$ cat src/rtl/cpu_ctrl_pkg.sv
// Shared definitions for the CPU run/step/halt sequencer.
//   - FSM state encoding (ST_*), exported on the sequencer's state port
//   - rate select codes (HZ_*) for choose_Hz
//   - div_minus_one(): terminal count for a tick divider
package cpu_ctrl_pkg;

  localparam int unsigned STATE_W = 2;
  localparam int unsigned HZ_W    = 2;
  localparam int unsigned CNT_W   = 32;

  localparam logic [STATE_W-1:0] ST_IDLE = 2'b00;
  localparam logic [STATE_W-1:0] ST_RUN  = 2'b01;
  localparam logic [STATE_W-1:0] ST_STEP = 2'b10;
  localparam logic [STATE_W-1:0] ST_HALT = 2'b11;

  localparam logic [HZ_W-1:0] HZ_1000 = 2'b00;
  localparam logic [HZ_W-1:0] HZ_100  = 2'b01;
  localparam logic [HZ_W-1:0] HZ_10   = 2'b10;
  localparam logic [HZ_W-1:0] HZ_1    = 2'b11;

  // Terminal value of the tick counter for a divide-by-div period.
  function automatic logic [CNT_W-1:0] div_minus_one(input int unsigned div);
    return CNT_W'(div - 1);
  endfunction

endpackage

$ cat src/rtl/go_conditioner.sv
// Go button conditioning: 2-FF synchronizer, optional debounce filter and
// rising-edge detector producing a registered one-cycle go_rise pulse.
// Latency from go rising to go_rise high is 3 clk cycles (plus
// DEBOUNCE_CYCLES when the filter is built).
// Build option: define GO_DEBOUNCE_EN to insert the debounce filter.
// Ports:
//   clk      in   system clock
//   clr      in   asynchronous active-low reset
//   go       in   raw Go button, asynchronous to clk
//   go_rise  out  one-cycle pulse per accepted Go press
module go_conditioner
  import cpu_ctrl_pkg::*;
#(
  parameter int unsigned DEBOUNCE_CYCLES = 1_000_000
) (
  input  logic clk,
  input  logic clr,
  input  logic go,
  output logic go_rise
);

  logic sync1_q, sync1_d;
  logic sync2_q, sync2_d;
  logic level_prev_q, level_prev_d;
  logic go_rise_q, go_rise_d;
  logic level_c;

`ifdef GO_DEBOUNCE_EN
  logic [CNT_W-1:0] db_cnt_q, db_cnt_d;
  logic             filt_q, filt_d;

  // Filtered level follows the synchronized input only after it has held a
  // new value for DEBOUNCE_CYCLES consecutive cycles; any bounce restarts.
  always_comb begin
    filt_d   = filt_q;
    db_cnt_d = '0;
    if (sync2_q != filt_q) begin
      if (db_cnt_q == CNT_W'(DEBOUNCE_CYCLES - 1)) begin
        filt_d = sync2_q;
      end else begin
        db_cnt_d = db_cnt_q + CNT_W'(1);
      end
    end
  end

  always_ff @(posedge clk or negedge clr) begin
    if (!clr) begin
      filt_q   <= 1'b0;
      db_cnt_q <= '0;
    end else begin
      filt_q   <= filt_d;
      db_cnt_q <= db_cnt_d;
    end
  end

  assign level_c = filt_q;
`else
  logic unused_debounce;
  assign unused_debounce = (DEBOUNCE_CYCLES != 0);
  assign level_c         = sync2_q;
`endif

  // Synchronizer chain and rising-edge detect on the conditioned level.
  always_comb begin
    sync1_d      = go;
    sync2_d      = sync1_q;
    level_prev_d = level_c;
    go_rise_d    = level_c & ~level_prev_q;
  end

  always_ff @(posedge clk or negedge clr) begin
    if (!clr) begin
      sync1_q      <= 1'b0;
      sync2_q      <= 1'b0;
      level_prev_q <= 1'b0;
      go_rise_q    <= 1'b0;
    end else begin
      sync1_q      <= sync1_d;
      sync2_q      <= sync2_d;
      level_prev_q <= level_prev_d;
      go_rise_q    <= go_rise_d;
    end
  end

  assign go_rise = go_rise_q;

endmodule

$ cat src/rtl/cpu_run_ctrl.sv
// Run/step/halt sequencer for the MIPS CPU. Issues a one-cycle clock-enable
// (cpu_en) either at a selectable rate (free run) or once per Go press
// (single step), parks in HALT on a CPU halt request, and counts issued
// enable pulses.
// Build option: define GO_DEBOUNCE_EN to debounce the Go button.
// Ports:
//   clk         in   system clock
//   clr         in   asynchronous active-low reset
//   choose_Hz   in   rate select, 00 fastest .. 11 slowest
//   run_mode    in   1 = free run on Go, 0 = single step on Go
//   go          in   raw Go button
//   cpu_halt    in   CPU halt request (level, synchronous)
//   cpu_en      out  one-cycle CPU clock-enable pulse
//   state       out  FSM state (00 IDLE, 01 RUN, 10 STEP, 11 HALT)
//   halted      out  high while in HALT
//   step_count  out  number of cpu_en pulses since reset (wraps)
module cpu_run_ctrl
  import cpu_ctrl_pkg::*;
#(
  parameter int unsigned DIV_0           = 100_000,
  parameter int unsigned DIV_1           = 1_000_000,
  parameter int unsigned DIV_2           = 10_000_000,
  parameter int unsigned DIV_3           = 100_000_000,
  parameter int unsigned DEBOUNCE_CYCLES = 1_000_000
) (
  input  logic               clk,
  input  logic               clr,
  input  logic [HZ_W-1:0]    choose_Hz,
  input  logic               run_mode,
  input  logic               go,
  input  logic               cpu_halt,
  output logic               cpu_en,
  output logic [STATE_W-1:0] state,
  output logic               halted,
  output logic [CNT_W-1:0]   step_count
);

  logic [STATE_W-1:0] state_q, state_d;
  logic               cpu_en_q, cpu_en_d;
  logic               halted_q, halted_d;
  logic [CNT_W-1:0]   step_count_q, step_count_d;
  logic [CNT_W-1:0]   tick_q, tick_d;
  logic [HZ_W-1:0]    hz_q, hz_d;
  logic               skip_halt_q, skip_halt_d;

  logic               go_rise;
  logic               hz_changed;
  logic               halt_chk;
  logic [CNT_W-1:0]   div_m1;

  go_conditioner #(
    .DEBOUNCE_CYCLES (DEBOUNCE_CYCLES)
  ) u_go_conditioner (
    .clk     (clk),
    .clr     (clr),
    .go      (go),
    .go_rise (go_rise)
  );

  // Terminal tick count for the registered rate select.
  always_comb begin
    div_m1 = div_minus_one(DIV_0);
    case (hz_q)
      HZ_1000: div_m1 = div_minus_one(DIV_0);
      HZ_100:  div_m1 = div_minus_one(DIV_1);
      HZ_10:   div_m1 = div_minus_one(DIV_2);
      HZ_1:    div_m1 = div_minus_one(DIV_3);
      default: div_m1 = div_minus_one(DIV_0);
    endcase
  end

  // A new switch value is seen the cycle before it is registered; that edge
  // restarts the period so the first tick at the new rate is a full period.
  assign hz_changed = (choose_Hz != hz_q);

  // Next state, tick counter and enable pulse.
  always_comb begin
    state_d     = state_q;
    cpu_en_d    = 1'b0;
    tick_d      = '0;
    skip_halt_d = 1'b0;
    hz_d        = choose_Hz;
    // Right after leaving HALT the still-asserted halt request is ignored
    // for one cycle so the CPU can advance past the syscall.
    halt_chk    = cpu_halt & ~skip_halt_q;

    case (state_q)
      ST_IDLE: begin
        if (halt_chk) begin
          state_d = ST_HALT;
        end else if (go_rise) begin
          if (run_mode) begin
            state_d = ST_RUN;
          end else begin
            state_d  = ST_STEP;
            cpu_en_d = 1'b1;
          end
        end
      end

      ST_RUN: begin
        if (halt_chk) begin
          state_d = ST_HALT;
        end else if (go_rise || !run_mode) begin
          state_d = ST_IDLE;
        end else if (hz_changed) begin
          tick_d = '0;
        end else if (tick_q == div_m1) begin
          cpu_en_d = 1'b1;
          tick_d   = '0;
        end else begin
          tick_d = tick_q + CNT_W'(1);
        end
      end

      ST_STEP: begin
        // The entry pulse was issued on the way in; one cycle here only.
        if (halt_chk) begin
          state_d = ST_HALT;
        end else begin
          state_d = ST_IDLE;
        end
      end

      ST_HALT: begin
        if (go_rise) begin
          skip_halt_d = 1'b1;
          if (run_mode) begin
            state_d = ST_RUN;
          end else begin
            state_d  = ST_STEP;
            cpu_en_d = 1'b1;
          end
        end
      end

      default: begin
        state_d = ST_IDLE;
      end
    endcase

    halted_d     = (state_d == ST_HALT);
    step_count_d = cpu_en_d ? (step_count_q + CNT_W'(1)) : step_count_q;
  end

  always_ff @(posedge clk or negedge clr) begin
    if (!clr) begin
      state_q      <= ST_IDLE;
      cpu_en_q     <= 1'b0;
      halted_q     <= 1'b0;
      step_count_q <= '0;
      tick_q       <= '0;
      hz_q         <= HZ_1000;
      skip_halt_q  <= 1'b0;
    end else begin
      state_q      <= state_d;
      cpu_en_q     <= cpu_en_d;
      halted_q     <= halted_d;
      step_count_q <= step_count_d;
      tick_q       <= tick_d;
      hz_q         <= hz_d;
      skip_halt_q  <= skip_halt_d;
    end
  end

  assign cpu_en     = cpu_en_q;
  assign state      = state_q;
  assign halted     = halted_q;
  assign step_count = step_count_q;

endmodule

$ cat config.mk
export PLATFORM = sky130hd
export DESIGN_NAME = cpu_run_ctrl
export DESIGN_NICKNAME = d
export VERILOG_FILES = /design/src/rtl/cpu_ctrl_pkg.sv /design/src/rtl/go_conditioner.sv /design/src/rtl/cpu_run_ctrl.sv
export SDC_FILE = /design/constraint.sdc
export NUM_CORES = 1
export LEC_CHECK = 0
export ABC_AREA = 1
export BUFFER_PORTS_ARGS = -buffer_cell sky130_fd_sc_hd__buf_2
export CAP_MARGIN = 5
export CORE_ASPECT_RATIO = 0.7
export CORE_MARGIN = 2
export CORE_UTILIZATION = 50
export CTS_CLUSTER_SIZE = 14
export DETAILED_ROUTE_END_ITERATION = 12
export PLACE_DENSITY = 0.74
export SYNTH_ARGS = -nofsm -noshare
export SYNTH_HDL_FRONTEND = slang
export SYNTH_SLANG_ARGS = --single-unit
$ cat constraint.sdc
create_clock -name clk -period 3.98 [get_ports clk]
set_clock_uncertainty 0.1 [all_clocks]
set_input_delay 0.796 -clock clk [delete_from_list [all_inputs] [get_ports clk]]
set_output_delay 0.796 -clock clk [all_outputs]
set_load 0.01 [all_outputs]
==> results.tsv <==
metric	value	unit
Final Cell Area	0.00553	mm^2
GRT Util Overall	0.266	
DRT met1 WL	6.59	mm
critical-path cell list	inv_1, ha_1, nor2_2, nand2_1, a21oi_1, nand2_1, nor2_2, nand3_2, buf_4, nand2_4, nand2_1, nand2_1	
share of post-route cells with drive strength above 1	0.102	
maximum VDD drop	332	uV
Most common cell on crit path	nand2_1	
clock sinks	75	
Initial Util	0.510	
Hold Buf Count CTS	0	
CP Launch Type	flop	
postcts setup bufs	0	
global-route wire length before repair	21.5	mm
GRT overflow	0	
core box area	0.00961	mm^2
Worst path max stage delay	0.58	ns
largest family of logic cells by synthesized area	simple AND/OR/NAND/NOR gates	
Crit Path Max Fanout	33	
Final Max Slew Viols	0	
setup TNS	0	ns
met2 routed WL	5.29	mm
die width	122	um
Synth Flop Type	dfrtp_1	
top sig layer	met4	
Mapped Cells	706	
Synth top cells by count	220 x nand2_1, 111 x nor2_1, 79 x inv_1, 75 x dfrtp_1, 62 x nand3_1	
Adder-Cell Fraction of Synth Area	0.0179	
area share of the largest cell type after synthesis	0.383	
Pwr Density	353	mW/mm^2
Async SR Flop Fraction	1.00	
LEAKAGE	2.61	nW
cell taking the most area after synthesis	dfrtp_1	
die area	0.0106	mm^2
status	complete, no violations	
final setup fails	0	
Initial DRC Count	454	
EDFF count, synth	0	
Min Hold Slack	0.255	ns
fin nets	762	
Layout area overhead	12.7	%
Seq cells post-synth	75	
met3 WL	1.44	mm
H-Tree Depth	3	
clk_lat worst skew	0.35	ns
Post-Syn Nets	720	
reg2reg start	hz_q[0]$_DFF_PN0_	
post-synthesis xor/xnor area fraction	0.100	
Post-Route WL	13.4	mm
TritonCTS clock tree	done	
number of global-route vias before repair	4160	
Port Buffer Count	42	
minimum clock period	2.68	ns
clock root cell	clkbuf_16	
HP Class	reg -> reg	
CP required	4.17	ns
Max Cap Viol	0	
cts bufs inserted	9	
Design Power	1.95	mW
post-synthesis compound-gate area fraction	0.0153	
io pins	43	
DRC violations left	0	
ANT nets after route	0	
fin crit share	0.673	
post-synthesis simple-gate area fraction	0.406	
Via density	5.34	
Crit path arrival time	2.86	ns
CP Launch Point	hz_q[0]$_DFF_PN0_	
detailed placement HPWL	10.0	mm
post-synthesis mux area share	0	
Slew headroom	0.362	
count leader, synth	nand2_1	
depth of the worst register-to-register path	12	
Rows	30	
top cells by area, synth	dfrtp_1 38%, nand2_1 17%, nor2_1 8.5%, xor2_1 6.4%, nand3_1 6.3%	
# fillers	916	
Die Height	86.8	um
worst-margin pin slew	0.957	ns
RSZ-0062 raised after global routing	no	
GPL Wtd Cong	0.974	
register area share after synthesis	0.383	
syn avg cell area	6.94	um^2
Syn. warnings	0	
RR Endpoint	step_count[21]$_DFFE_PN0P_	
CP Class	reg -> reg	
CTS max path bufs	2	
pin count of the biggest net entering global routing	76	
Reg clk slew, reported paths	0.06	ns
post-CTS resize count	0	
number of diodes	0	
Hold Vio Cnt, Final	0	
Crit. End Element	flop	
Reg area	0.00188	mm^2
initial antenna violation count	0	
drt pass-1 iters	5	
drt wl/cell	15.2	um
Placed Area	0.00521	mm^2
post-synth cell types	33	
area occupied by multi-input gates	0.00264	mm^2
Reg2Reg Setup Slack	1.30	ns
Worst Setup EP	step_count[21]$_DFFE_PN0P_	
Fmax	0.374	GHz
critical path's slowest cell	dfrtp_1	
Vias	4705	
mapped cell area	0.00490	mm^2
==> placed cells by master, fill, tap and decap left out, drive strengths merged, types with 2 or more instances in the layout <==
| cell | instances |
|---|---|
| a21oi | 2 |
| buf | 44 |
| bufinv | 2 |
| clkbuf | 10 |
| clkinv | 3 |
| dfrtp | 75 |
| ha | 7 |
| inv | 80 |
| nand2 | 223 |
| nand3 | 66 |
| nand3b | 3 |
| nand4 | 14 |
| nor2 | 116 |
| nor3 | 33 |
| nor3b | 2 |
| o21ai | 10 |
| or2 | 2 |
| xnor2 | 20 |
| xor2 | 36 |
==> stage by stage <==
| step | setup slack (ns) | instances | utilization |
|---|---|---|---|
| final | 1.30 | 881 | 0.575 |
| after global routing | 0.987 | 881 | 0.575 |
| after CTS | 1.31 | 881 | 0.575 |
| after detailed placement | 1.33 | 865 | 0.542 |
| after global placement | 1.40 | 865 | 0.542 |
| after floorplan | 1.88 | 706 | - |
==> logic make-up (layout without fill, tap and decap cells) <==
kind of cell,count (synthesis),in the layout
adder cells (fa/ha/maj),7,7
buffers and inverters,93,140
AND/OR/NAND/NOR,461,461
AO/OA/AOI/OAI,14,14
XOR/XNOR,56,56
flip-flops,75,75
==> cell type report <==
class / count / share of cell area
Clock buffer: 10 / 0.0414
Clock inverter: 6 / 0.0163
Inverter: 80 / 0.0543
Multi-Input combinational cell: 538 / 0.478
Sequential cell: 75 / 0.340
Tap cell: 128 / 0.0290
Timing Repair Buffer: 44 / 0.0412
==> per-layer routing <==
metal  vias up  track usage
met5         -            0
met3         8       0.0901
met1      2195        0.419
li1       2294            -
met2       208        0.345
met4         0       0.0554
==> worst min-delay path by stage <==
stage | from | to | slack [ns] | cells past startpoint
floorplan | u_go_conditioner.sync1_q$_DFF_PN0_ | u_go_conditioner.level_c$_DFF_PN0_ | 0.23 | 0
global placement | u_go_conditioner.sync1_q$_DFF_PN0_ | u_go_conditioner.level_c$_DFF_PN0_ | 0.24 | 0
detailed placement | u_go_conditioner.sync1_q$_DFF_PN0_ | u_go_conditioner.level_c$_DFF_PN0_ | 0.24 | 0
CTS | u_go_conditioner.sync1_q$_DFF_PN0_ | u_go_conditioner.level_c$_DFF_PN0_ | 0.26 | 0
global route | u_go_conditioner.sync1_q$_DFF_PN0_ | u_go_conditioner.level_c$_DFF_PN0_ | 0.26 | 0
finish | u_go_conditioner.sync1_q$_DFF_PN0_ | u_go_conditioner.level_c$_DFF_PN0_ | 0.25 | 0
==> registers in the layout, indices dropped and copies added (netlist names) <==
signal	count
u_go_conditioner.level_c	1
cpu_en	1
step_count	32
hz_q	2
skip_halt_q	1
u_go_conditioner.go_rise	1
tick_q	32
state	2
u_go_conditioner.sync1_q	1
u_go_conditioner.level_prev_q	1
halted	1
==> critical path: cells and delay by family, from the launching register on <==
kind,cells,cell delay [ns]
flip-flops,1,0.58
AND/OR/NAND/NOR,8,1.02
adder cells (fa/ha/maj),1,0.31
AO/OA/AOI/OAI,1,0.17
buffers and inverters,2,0.42
==> power breakdown <==
| part | total (mW) | internal [mW] | switching [mW] |
|---|---|---|---|
| logic | 0.225 | 0.0764 | 0.149 |
| registers | 0.843 | 0.799 | 0.0444 |
| clock network | 0.881 | 0.550 | 0.331 |
| total | 1.95 | 1.42 | 0.524 |
Power figures use the tool's default switching activity.
